--- src/rtl/dm_arb_pkg.sv ---
// dm_arb_pkg: shared state encoding, requester indices and DM register addresses for the DM arbiter.
package dm_arb_pkg;
  typedef enum logic [1:0] {IDLE, BUSY, ERR, GAP} state_t;
  localparam logic REQ_JTAG = 1'b0;
  localparam logic REQ_UART = 1'b1;
  localparam logic [31:0] DM_DATA0     = 32'h04;
  localparam logic [31:0] DM_DATA1     = 32'h05;
  localparam logic [31:0] DM_DMCONTROL = 32'h10;
  localparam logic [31:0] DM_COMMAND   = 32'h17;
endpackage

--- src/rtl/dm_arb_rr_pick.sv ---
// dm_arb_rr_pick: combinational two-way round-robin pick from a request vector and the last grant.
module dm_arb_rr_pick
  import dm_arb_pkg::*;
(
  input  logic [1:0] req,
  input  logic       last_grant,
  output logic       pick,
  output logic       vld
);
  assign vld  = |req;
  assign pick = (&req) ? ~last_grant : req[REQ_UART];
endmodule

--- src/rtl/wishbone_dm_arbiter.sv ---
// wishbone_dm_arbiter: round-robin Wishbone arbiter (JTAG DTM / UART bridge) in front of the DM slave.
// Optional DM_ARB_STATS_EN adds saturating grant and timeout counters.
module wishbone_dm_arbiter
  import dm_arb_pkg::*;
#(
  parameter int ADDR_W         = 32,
  parameter int DATA_W         = 64,
  parameter int TIMEOUT_CYCLES = 64,
  parameter int GAP_CYCLES     = 2
) (
  input  logic              clk_i,
  input  logic              rst_i,
  input  logic              m0_cyc_i,
  input  logic              m0_stb_i,
  input  logic              m0_we_i,
  input  logic [ADDR_W-1:0] m0_addr_i,
  input  logic [DATA_W-1:0] m0_data_i,
  output logic [DATA_W-1:0] m0_data_o,
  output logic              m0_ack_o,
  output logic              m0_err_o,
  input  logic              m1_cyc_i,
  input  logic              m1_stb_i,
  input  logic              m1_we_i,
  input  logic [ADDR_W-1:0] m1_addr_i,
  input  logic [DATA_W-1:0] m1_data_i,
  output logic [DATA_W-1:0] m1_data_o,
  output logic              m1_ack_o,
  output logic              m1_err_o,
  output logic              s_cyc_o,
  output logic              s_stb_o,
  output logic              s_we_o,
  output logic [ADDR_W-1:0] s_addr_o,
  output logic [DATA_W-1:0] s_data_o,
  input  logic [DATA_W-1:0] s_data_i,
  input  logic              s_ack_i,
  output logic [1:0]        grant_o,
  output logic              busy_o
`ifdef DM_ARB_STATS_EN
  ,
  output logic [15:0]       m0_grant_cnt_o,
  output logic [15:0]       m1_grant_cnt_o,
  output logic [15:0]       timeout_cnt_o
`endif
);
  localparam int TW = $clog2(TIMEOUT_CYCLES + 1);
  localparam int GW = $clog2(GAP_CYCLES + 1);
  state_t state, state_n;
  logic owner, owner_n, last_grant, last_grant_n, pick, pick_vld, own_req, in_busy;
  logic [TW-1:0] tcnt, tcnt_n;
  logic [GW-1:0] gcnt, gcnt_n;
  logic [1:0] req;
  assign req     = {m1_cyc_i & m1_stb_i, m0_cyc_i & m0_stb_i};
  assign own_req = req[owner];
  assign in_busy = state == BUSY;
  dm_arb_rr_pick u_pick (.req(req), .last_grant(last_grant), .pick(pick), .vld(pick_vld));
  always_ff @(posedge clk_i)
    if (rst_i) begin
      state      <= IDLE;
      owner      <= REQ_JTAG;
      last_grant <= REQ_UART;
      tcnt       <= '0;
      gcnt       <= '0;
    end else begin
      state      <= state_n;
      owner      <= owner_n;
      last_grant <= last_grant_n;
      tcnt       <= tcnt_n;
      gcnt       <= gcnt_n;
    end
  // Owner drop outranks timeout, and ack outranks timeout.
  always_comb begin
    state_n      = state;
    owner_n      = owner;
    last_grant_n = last_grant;
    tcnt_n       = tcnt;
    gcnt_n       = gcnt;
    case (state)
      IDLE: if (pick_vld) begin
        state_n      = BUSY;
        owner_n      = pick;
        last_grant_n = pick;
        tcnt_n       = '0;
      end
      BUSY:
        if (!own_req) begin
          state_n = GAP;
          gcnt_n  = '0;
        end else if (s_ack_i) tcnt_n = '0;
        else if (tcnt == TW'(TIMEOUT_CYCLES - 1)) state_n = ERR;
        else tcnt_n = tcnt + 1'b1;
      ERR: if (!(owner ? m1_cyc_i : m0_cyc_i)) begin
        state_n = GAP;
        gcnt_n  = '0;
      end
      GAP: if (gcnt == GW'(GAP_CYCLES - 1)) state_n = IDLE; else gcnt_n = gcnt + 1'b1;
      default: state_n = IDLE;
    endcase
  end
  assign s_cyc_o   = in_busy & (owner ? m1_cyc_i : m0_cyc_i);
  assign s_stb_o   = in_busy & (owner ? m1_stb_i : m0_stb_i);
  assign s_we_o    = in_busy & (owner ? m1_we_i : m0_we_i);
  assign s_addr_o  = in_busy ? (owner ? m1_addr_i : m0_addr_i) : '0;
  assign s_data_o  = in_busy ? (owner ? m1_data_i : m0_data_i) : '0;
  assign m0_ack_o  = in_busy & !owner & s_ack_i;
  assign m1_ack_o  = in_busy & owner & s_ack_i;
  assign m0_data_o = (in_busy & !owner) ? s_data_i : '0;
  assign m1_data_o = (in_busy & owner) ? s_data_i : '0;
  assign m0_err_o  = (state == ERR) & !owner;
  assign m1_err_o  = (state == ERR) & owner;
  assign grant_o   = (in_busy | state == ERR) ? (owner ? 2'b10 : 2'b01) : 2'b00;
  assign busy_o    = state != IDLE;
`ifdef DM_ARB_STATS_EN
  logic grant_edge, to_edge;
  assign grant_edge = state == IDLE && pick_vld;
  assign to_edge    = in_busy && state_n == ERR;
  always_ff @(posedge clk_i)
    if (rst_i) begin
      m0_grant_cnt_o <= '0;
      m1_grant_cnt_o <= '0;
      timeout_cnt_o  <= '0;
    end else begin
      if (grant_edge && !pick && ~&m0_grant_cnt_o) m0_grant_cnt_o <= m0_grant_cnt_o + 1'b1;
      if (grant_edge && pick && ~&m1_grant_cnt_o) m1_grant_cnt_o <= m1_grant_cnt_o + 1'b1;
      if (to_edge && ~&timeout_cnt_o) timeout_cnt_o <= timeout_cnt_o + 1'b1;
    end
`endif
endmodule

--- config.mk ---
export PLATFORM = sky130hd
export DESIGN_NAME = wishbone_dm_arbiter
export DESIGN_NICKNAME = d
export VERILOG_FILES = /design/src/rtl/dm_arb_pkg.sv /design/src/rtl/dm_arb_rr_pick.sv /design/src/rtl/wishbone_dm_arbiter.sv
export SDC_FILE = /design/constraint.sdc
export NUM_CORES = 1
export LEC_CHECK = 0
export BUFFER_PORTS_ARGS = -buffer_cell sky130_fd_sc_hd__buf_2
export CAP_MARGIN = 20
export CORE_AREA = 4 4 194 196
export CTS_CLUSTER_SIZE = 10
export DETAILED_ROUTE_END_ITERATION = 10
export DIE_AREA = 0 0 198 200
export PLACE_DENSITY_LB_ADDON = 0.05
export SKIP_CTS_REPAIR_TIMING = 1
export SLEW_MARGIN = 40
export SYNTH_ARGS = -nofsm -noshare
export SYNTH_HDL_FRONTEND = slang
export SYNTH_SLANG_ARGS = --single-unit
--- constraint.sdc ---
create_clock -name clk_i -period 1.7 [get_ports clk_i]
set_clock_uncertainty 0.1 [all_clocks]
set_input_delay 0.255 -clock clk_i [delete_from_list [all_inputs] [get_ports clk_i]]
set_output_delay 0.255 -clock clk_i [all_outputs]
set_load 0.05 [all_outputs]
==> results of run 1 <==
## per-layer routing
metal | routed length [µm] | up-vias
li1 | - | 2760
met1 | 9540 | 2612
met2 | 14200 | 255
met3 | 1800 | 10
met4 | 187 | 2
met5 | 13 | -
## through the flow
stage	hold slack, ps	power (W)
6_report	306	0.0131
4_1_cts	313	0.0108
5_1_grt	371	0.0137
2_1_floorplan	322	0.00763
3_5_place_dp	348	0.0103
3_3_place_gp	342	0.0104
## synth_stat cells (all sizes together) (2+ instances only)
master,n
nor2,6
nand2b,8
nand4b,2
nand2,6
a21oi,4
a41oi,2
nor4,2
nand3,5
nor2b,102
dfxtp,13
buf,14
a22o,3
o21ai,4
a221o,2
clkbuf,33
and3,67
nand3b,2
a211oi,3
o31ai,2
mux2i,100
ha,6
a31oi,2
and2,69
inv,7
## registers in the layout (all words and copies together), names as in the netlist
signal and cells:
owner 1, gcnt 2, tcnt 7, state 2
last_grant 1
## kinds of logic (layout without fill, tap and decap cells)
logic type | count (synthesis) | count (layout)
AO/OA/AOI/OAI | 32 | 32
adder cells (fa/ha/maj) | 6 | 6
buffers and inverters | 54 | 602
flip-flops | 13 | 13
multiplexers | 101 | 101
other | 0 | 2
AND/OR/NAND/NOR | 272 | 272
## power breakdown
part,total (W),internal [W],switching (W)
registers,0.000381,0.000344,0.0000369
logic,0.0123,0.00559,0.00667
clock network,0.000474,0.000318,0.000155
## worst paths after layout
path	endpoint	slack (ps)	depth (start not counted)
worst min register to register	tcnt[6]	350	2
worst min-delay path	tcnt[5]	310	3
worst max register to register	state[0]	-130	8
worst max-delay path	s_data_o[62]	-290	8
## critical path: stages, from the launching register on
cell and delay (ps):
dfxtp_2 330, inv_2 50, ha_4 160, buf_12 130, buf_12 140, buf_4 140
clkbuf_16 160, nor2b_4 120, buf_6 150
## area by class of cell
type	instances	area, µm²
antenna	2	5.00
clock buffer	4	78.8
fill	3777	25100
inverter	7	30.0
multi-input combinational	411	4880
sequential	13	269
tap	468	586
timing repair buffer	591	5140
==> flow_summary.json, run 1 <==
{
  "mappedNetlistArea_um2": 3540,
  "dieArea_um2": 39600,
  "antenna_found_initial": 3,
  "dieWidth_um": 198,
  "fin_cells": 1496,
  "cp_data_arrival_time_ps": 1640,
  "numCtsBuffers": 3,
  "cts_tree": "done",
  "grt_util_all_layers": 0.101,
  "hold_viol": 0,
  "use_met3": 0.0188,
  "crit_required_ps": 1340,
  "p_leak_nw": 4.92,
  "use_met2": 0.206,
  "slew_headroom": 0.790,
  "ir_drop_mv": 0.929,
  "finalWorstSetupSlack_ps": -291,
  "fmax_mhz": 502,
  "synthDominantCellAreaShare": 0.283,
  "dp_hpwl_um": 20100,
  "io_buffers": 498,
  "fin_crit_ps": 1990,
  "synth_top_area_cell": "mux2i_1",
  "vias": 5639,
  "synth-edff-count": 0,
  "cts_max_level": 1,
  "die_h_um": 200,
  "areaGrowthSynthToFinish_pct": 210,
  "synth_seq_area_share": 0.0735,
  "synth-simple-area-share": 0.479,
  "grt_pass1_vias": 5397,
  "grt_max_degree": 44,
  "netlist_instances": 478,
  "p_per_area_nw_per_um2": 1190,
  "clockBufferDepth": 2,
  "place_area_um2": 8480,
  "routed_via_density": 3.77,
  "placedCellCount": 1454,
  "synth_area_leaders": "mux2i_1 28%, nor2b_1 18%, and2_1 12%",
  "globalRouteMet1Util": 0.112,
  "crit_path_start_kind": "register",
  "gp_congestion": 0.771,
  "drc": 0,
  "synth_cell_types": 45,
  "grt_pass1_wl_um": 32000,
  "cp-end-kind": "output port",
  "synthesis.yosys.warnings": 0,
  "ctsRootBufferMaster": "clkbuf_16",
  "ys.flop_type": "dfxtp_1",
  "final_common_cell": "buf_2",
  "final_core_util": 0.305,
  "status": "complete, but fails checks",
  "overflow": 0,
  "crit_type": "register to output port",
  "synth_xor_xnor_area_share": 0,
  "min_path_type": "input pin to register",
  "synthAdderAreaFrac": 0.0212,
  "design_area_um2": 11000,
  "routedWlPerCell_um": 17.2,
  "clock_sinks": 13,
  "holdCritStartpoint": "rst_i",
  "tightestPinTransition_ps": 306,
  "setup_viol": 245,
  "async_reset_ff_frac": 0,
  "fin_tns_setup_ps": -51720,
  "wirelength_um": 25700,
  "first_pass_iters": 4,
  "crit_start": "state[1]",
  "crit_fanout": 8,
  "period_share": 1.17,
  "maxCapViolations": 0,
  "syn_avg_cell_area_um2": 7.41,
  "r2r_start": "state[1]",
  "start_util": 0.0982,
  "synth_compound_area_frac": 0.0752,
  "synth_top_family_by_area": "simple AND/OR/NAND/NOR gates",
  "synth_seq_cells": 13,
  "grt_busiest_layer": "met2",
  "core_um2": 36100,
  "muxShareOfSynthArea": 0.287,
  "drt_iter0_drc": 83,
  "slew_viol_final": 0,
  "final_cell_mix": "294 x buf_2, 100 x nor2b_4, 78 x buf_6",
  "clkTransAtPathRegs_ps": 50,
  "rsz0062_at_grt": "true",
  "clk_latency_ps": 250,
  "drive_gt1_frac": 0.885,
  "synth_nets": 749,
  "violations": "setup timing",
  "num_rows": 70,
  "antenna_left": 0,
  "pin_count": 499,
  "finalNetCount": 1298,
  "place_ws_ps": -114
}
Note: power is estimated with default switching activity, not from simulation.
==> run 2: changes to the inputs <==
--- a/config.mk
+++ b/config.mk
@@ -16,4 +16,5 @@
 export SLEW_MARGIN = 40
 export SYNTH_ARGS = -nofsm -noshare
 export SYNTH_HDL_FRONTEND = slang
+export SYNTH_HIERARCHICAL = 1
 export SYNTH_SLANG_ARGS = --single-unit
==> run 2 against run 1 <==
Net effect:
- the run still ends with setup timing left
- critical path depth unchanged
- non-clock buffer count decreased by 8
- maximum frequency decreased by 2.7%
- clock power decreased by 5.1%
- design area decreased by 9.1%
- die area unchanged
- final cell count decreased by 1.2%
- register-to-register slack got worse by 50 ps
- hold slack got worse by 100 ps
- power increased by 3.4%
==> flow_summary.json, run 2 <==
{
  "status": "complete, but fails checks",
  "violations": "setup timing",
  "clkTransAtPathRegs_ps": 50,
  "die_h_um": 200,
  "power_frac_clock": 0.033,
  "wirelength_um": 26700,
  "synthDominantCellAreaShare": 0.301,
  "overflow": 0,
  "num_rows": 70,
  "largest_reg_flops": 7,
  "finalNetCount": 1279,
  "dieArea_um2": 39600,
  "vias": 5421,
  "syn_avg_cell_area_um2": 7.36,
  "cp_data_arrival_time_ps": 1690,
  "rsz0062_at_grt": "true",
  "cp-end-kind": "output port",
  "r2r_start": "owner",
  "synth_seq_cells": 13,
  "gp_congestion": 0.733,
  "slew_headroom": 0.740,
  "tightestPinTransition_ps": 380,
  "largest-register": "tcnt",
  "synth_seq_area_share": 0.0760,
  "io_buffers": 498,
  "maxCapViolations": 0,
  "r2r_end": "state[0]",
  "whs_ps": 206,
  "synth_top_area_cell": "mux2i_1",
  "p_per_area_nw_per_um2": 1360,
  "pin_count": 499,
  "synth_nets": 736,
  "drt-met1-wl_um": 8710,
  "holdPathStages": 2,
  "dr.max_layer_used": "met5",
  "clockBufferDepth": 2,
  "areaGrowthSynthToFinish_pct": 192,
  "routedWlPerCell_um": 18.1,
  "fmax_mhz": 489,
  "finalWorstSetupSlack_ps": -346,
  "crit_required_ps": 1340,
  "drive_gt1_frac": 0.854,
  "dieWidth_um": 198,
  "synth_area_leaders": "mux2i_1 30%, nor2b_1 19%, and3_1 12%",
  "core_um2": 36100,
  "grt_util_all_layers": 0.114,
  "grt_pass1_vias": 5311,
  "crit_fanout": 8,
  "combPwrFrac": 0.937,
  "ctsRootBufferMaster": "clkbuf_16",
  "wl_met3_um": 2560,
  "fin_crit_ps": 2050,
  "seq_power_share": 0.030,
  "first_pass_iters": 4,
  "cts_max_level": 1,
  "intPower_w": 0.00628,
  "start_util": 0.0949,
  "synth_cell_types": 33,
  "drt_iter0_drc": 111,
  "grt_max_degree": 65,
  "p_sw_frac": 0.537,
  "hold_path_end": "state[0]",
  "p_leak_nw": 4.74,
  "reg2reg_setup_slack_ps": -180,
  "synth-edff-count": 0,
  "slew_viol_final": 0,
  "numCtsBuffers": 3,
  "netlist_instances": 465,
  "routed_via_density": 3.67,
  "yosys-top-cells-count": "103 x mux2i_1, 103 x nor2b_1, 68 x and3_1",
  "dp_hpwl_um": 22200,
  "holdCritStartpoint": "rst_i",
  "rr_worst_depth": 7,
  "p_switching_w": 0.00728,
  "grt_pass1_wl_um": 34300,
  "reg_top3": "tcnt (7), gcnt (2), state (2)",
  "cts_tree": "done",
  "synthesis.yosys.warnings": 6,
  "final_cell_mix": "343 x buf_2, 100 x nor2b_4, 73 x mux2i_1",
  "drc": 0,
  "met2_wirelength_um": 15200,
  "crit_type": "register to output port",
  "ys.flop_type": "dfxtp_1",
  "min_path_type": "input pin to register",
  "period_share": 1.20,
  "clk_latency_ps": 240,
  "ir_drop_mv": 0.802,
  "final_common_cell": "buf_2",
  "place_ws_ps": -146,
  "clock_sinks": 13,
  "mappedNetlistArea_um2": 3420,
  "setup_viol": 245,
  "crit_path_start_kind": "register",
  "antenna_left": 0,
  "hold_viol": 0,
  "async_reset_ff_frac": 0,
  "antenna_found_initial": 7
}
-- run 2: how the worst max path moves through the flow --
| stage | start | to | slack, ps | cells past startpoint |
|---|---|---|---|---|
| final | state[1] | m0_data_o[63] | -350 | 8 |
| after global routing | state[1] | m0_data_o[63] | -410 | 8 |
| after CTS | state[1] | m0_data_o[63] | -410 | 7 |
| after detailed placement | state[1] | m0_data_o[63] | -150 | 7 |
| after global placement | owner | s_data_o[16] | -140 | 6 |
| after floorplan | owner | grant_o[0] | -140 | 4 |
-- run 2: logic make-up (layout without fill, tap and decap cells) --
group                      after synthesis  in the layout  share of synthesized area
and+or+nand+nor                        271            271                      0.484
muxes                                  103            103                      0.301
buffers and inverters                   53            595                     0.0636
AOI/OAI and AO/OA                       14             14                     0.0402
DFF                                     13             13                     0.0760
adders and majority gates                6              6                     0.0219
xor gates and xnor gates                 5              5                     0.0128
other                                    0              3                          0
-- run 2: routing by layer --
metal  vias to the layer above  GRT usage
met2                       290      0.239
li1                       2663          -
met1                      2446      0.108
met4                         6     0.0102
met5                         -          0
met3                        16     0.0394
-- run 2: metrics by stage --
stage	setup TNS [ps]	util	power [W]	std cells	instance area [µm²]
after floorplan	-1060	-	0.00846	465	4630
after global placement	-8380	0.240	0.0119	1454	8680
after detailed placement	-10650	0.240	0.0118	1454	8680
after CTS	-69760	0.243	0.0123	1458	8750
after global routing	-74060	0.277	0.0142	1476	9980
final	-56040	0.277	0.0136	1478	9990
-- run 2: worst max-delay path, cell delays in order (launching register included) --
cell and delay [ps]:
dfxtp_2 320, inv_2 70, ha_4 160, nor2b_4 220, buf_6 170, buf_12 130
buf_6 90, and2_4 150, buf_12 130
-- run 2: cell type report --
| type | count | area (µm²) |
|---|---|---|
| Fill cell | 3900 | 26100 |
| Timing Repair Buffer | 583 | 4780 |
| Multi-Input combinational cell | 399 | 4230 |
| Tap cell | 468 | 586 |
| Sequential cell | 13 | 269 |
| Clock buffer | 4 | 78.8 |
| Inverter | 8 | 33.8 |
| Antenna cell | 3 | 7.51 |
-- run 2: power groups by stage --
stage | clock network, W | registers (W) | logic [W]
2_1_floorplan | 0 | 0.000409 | 0.00805
3_3_place_gp | 0 | 0.000407 | 0.0115
3_5_place_dp | 0 | 0.000407 | 0.0114
4_1_cts | 0.000466 | 0.000402 | 0.0115
5_1_grt | 0.000476 | 0.000412 | 0.0133
6_report | 0.000450 | 0.000404 | 0.0127
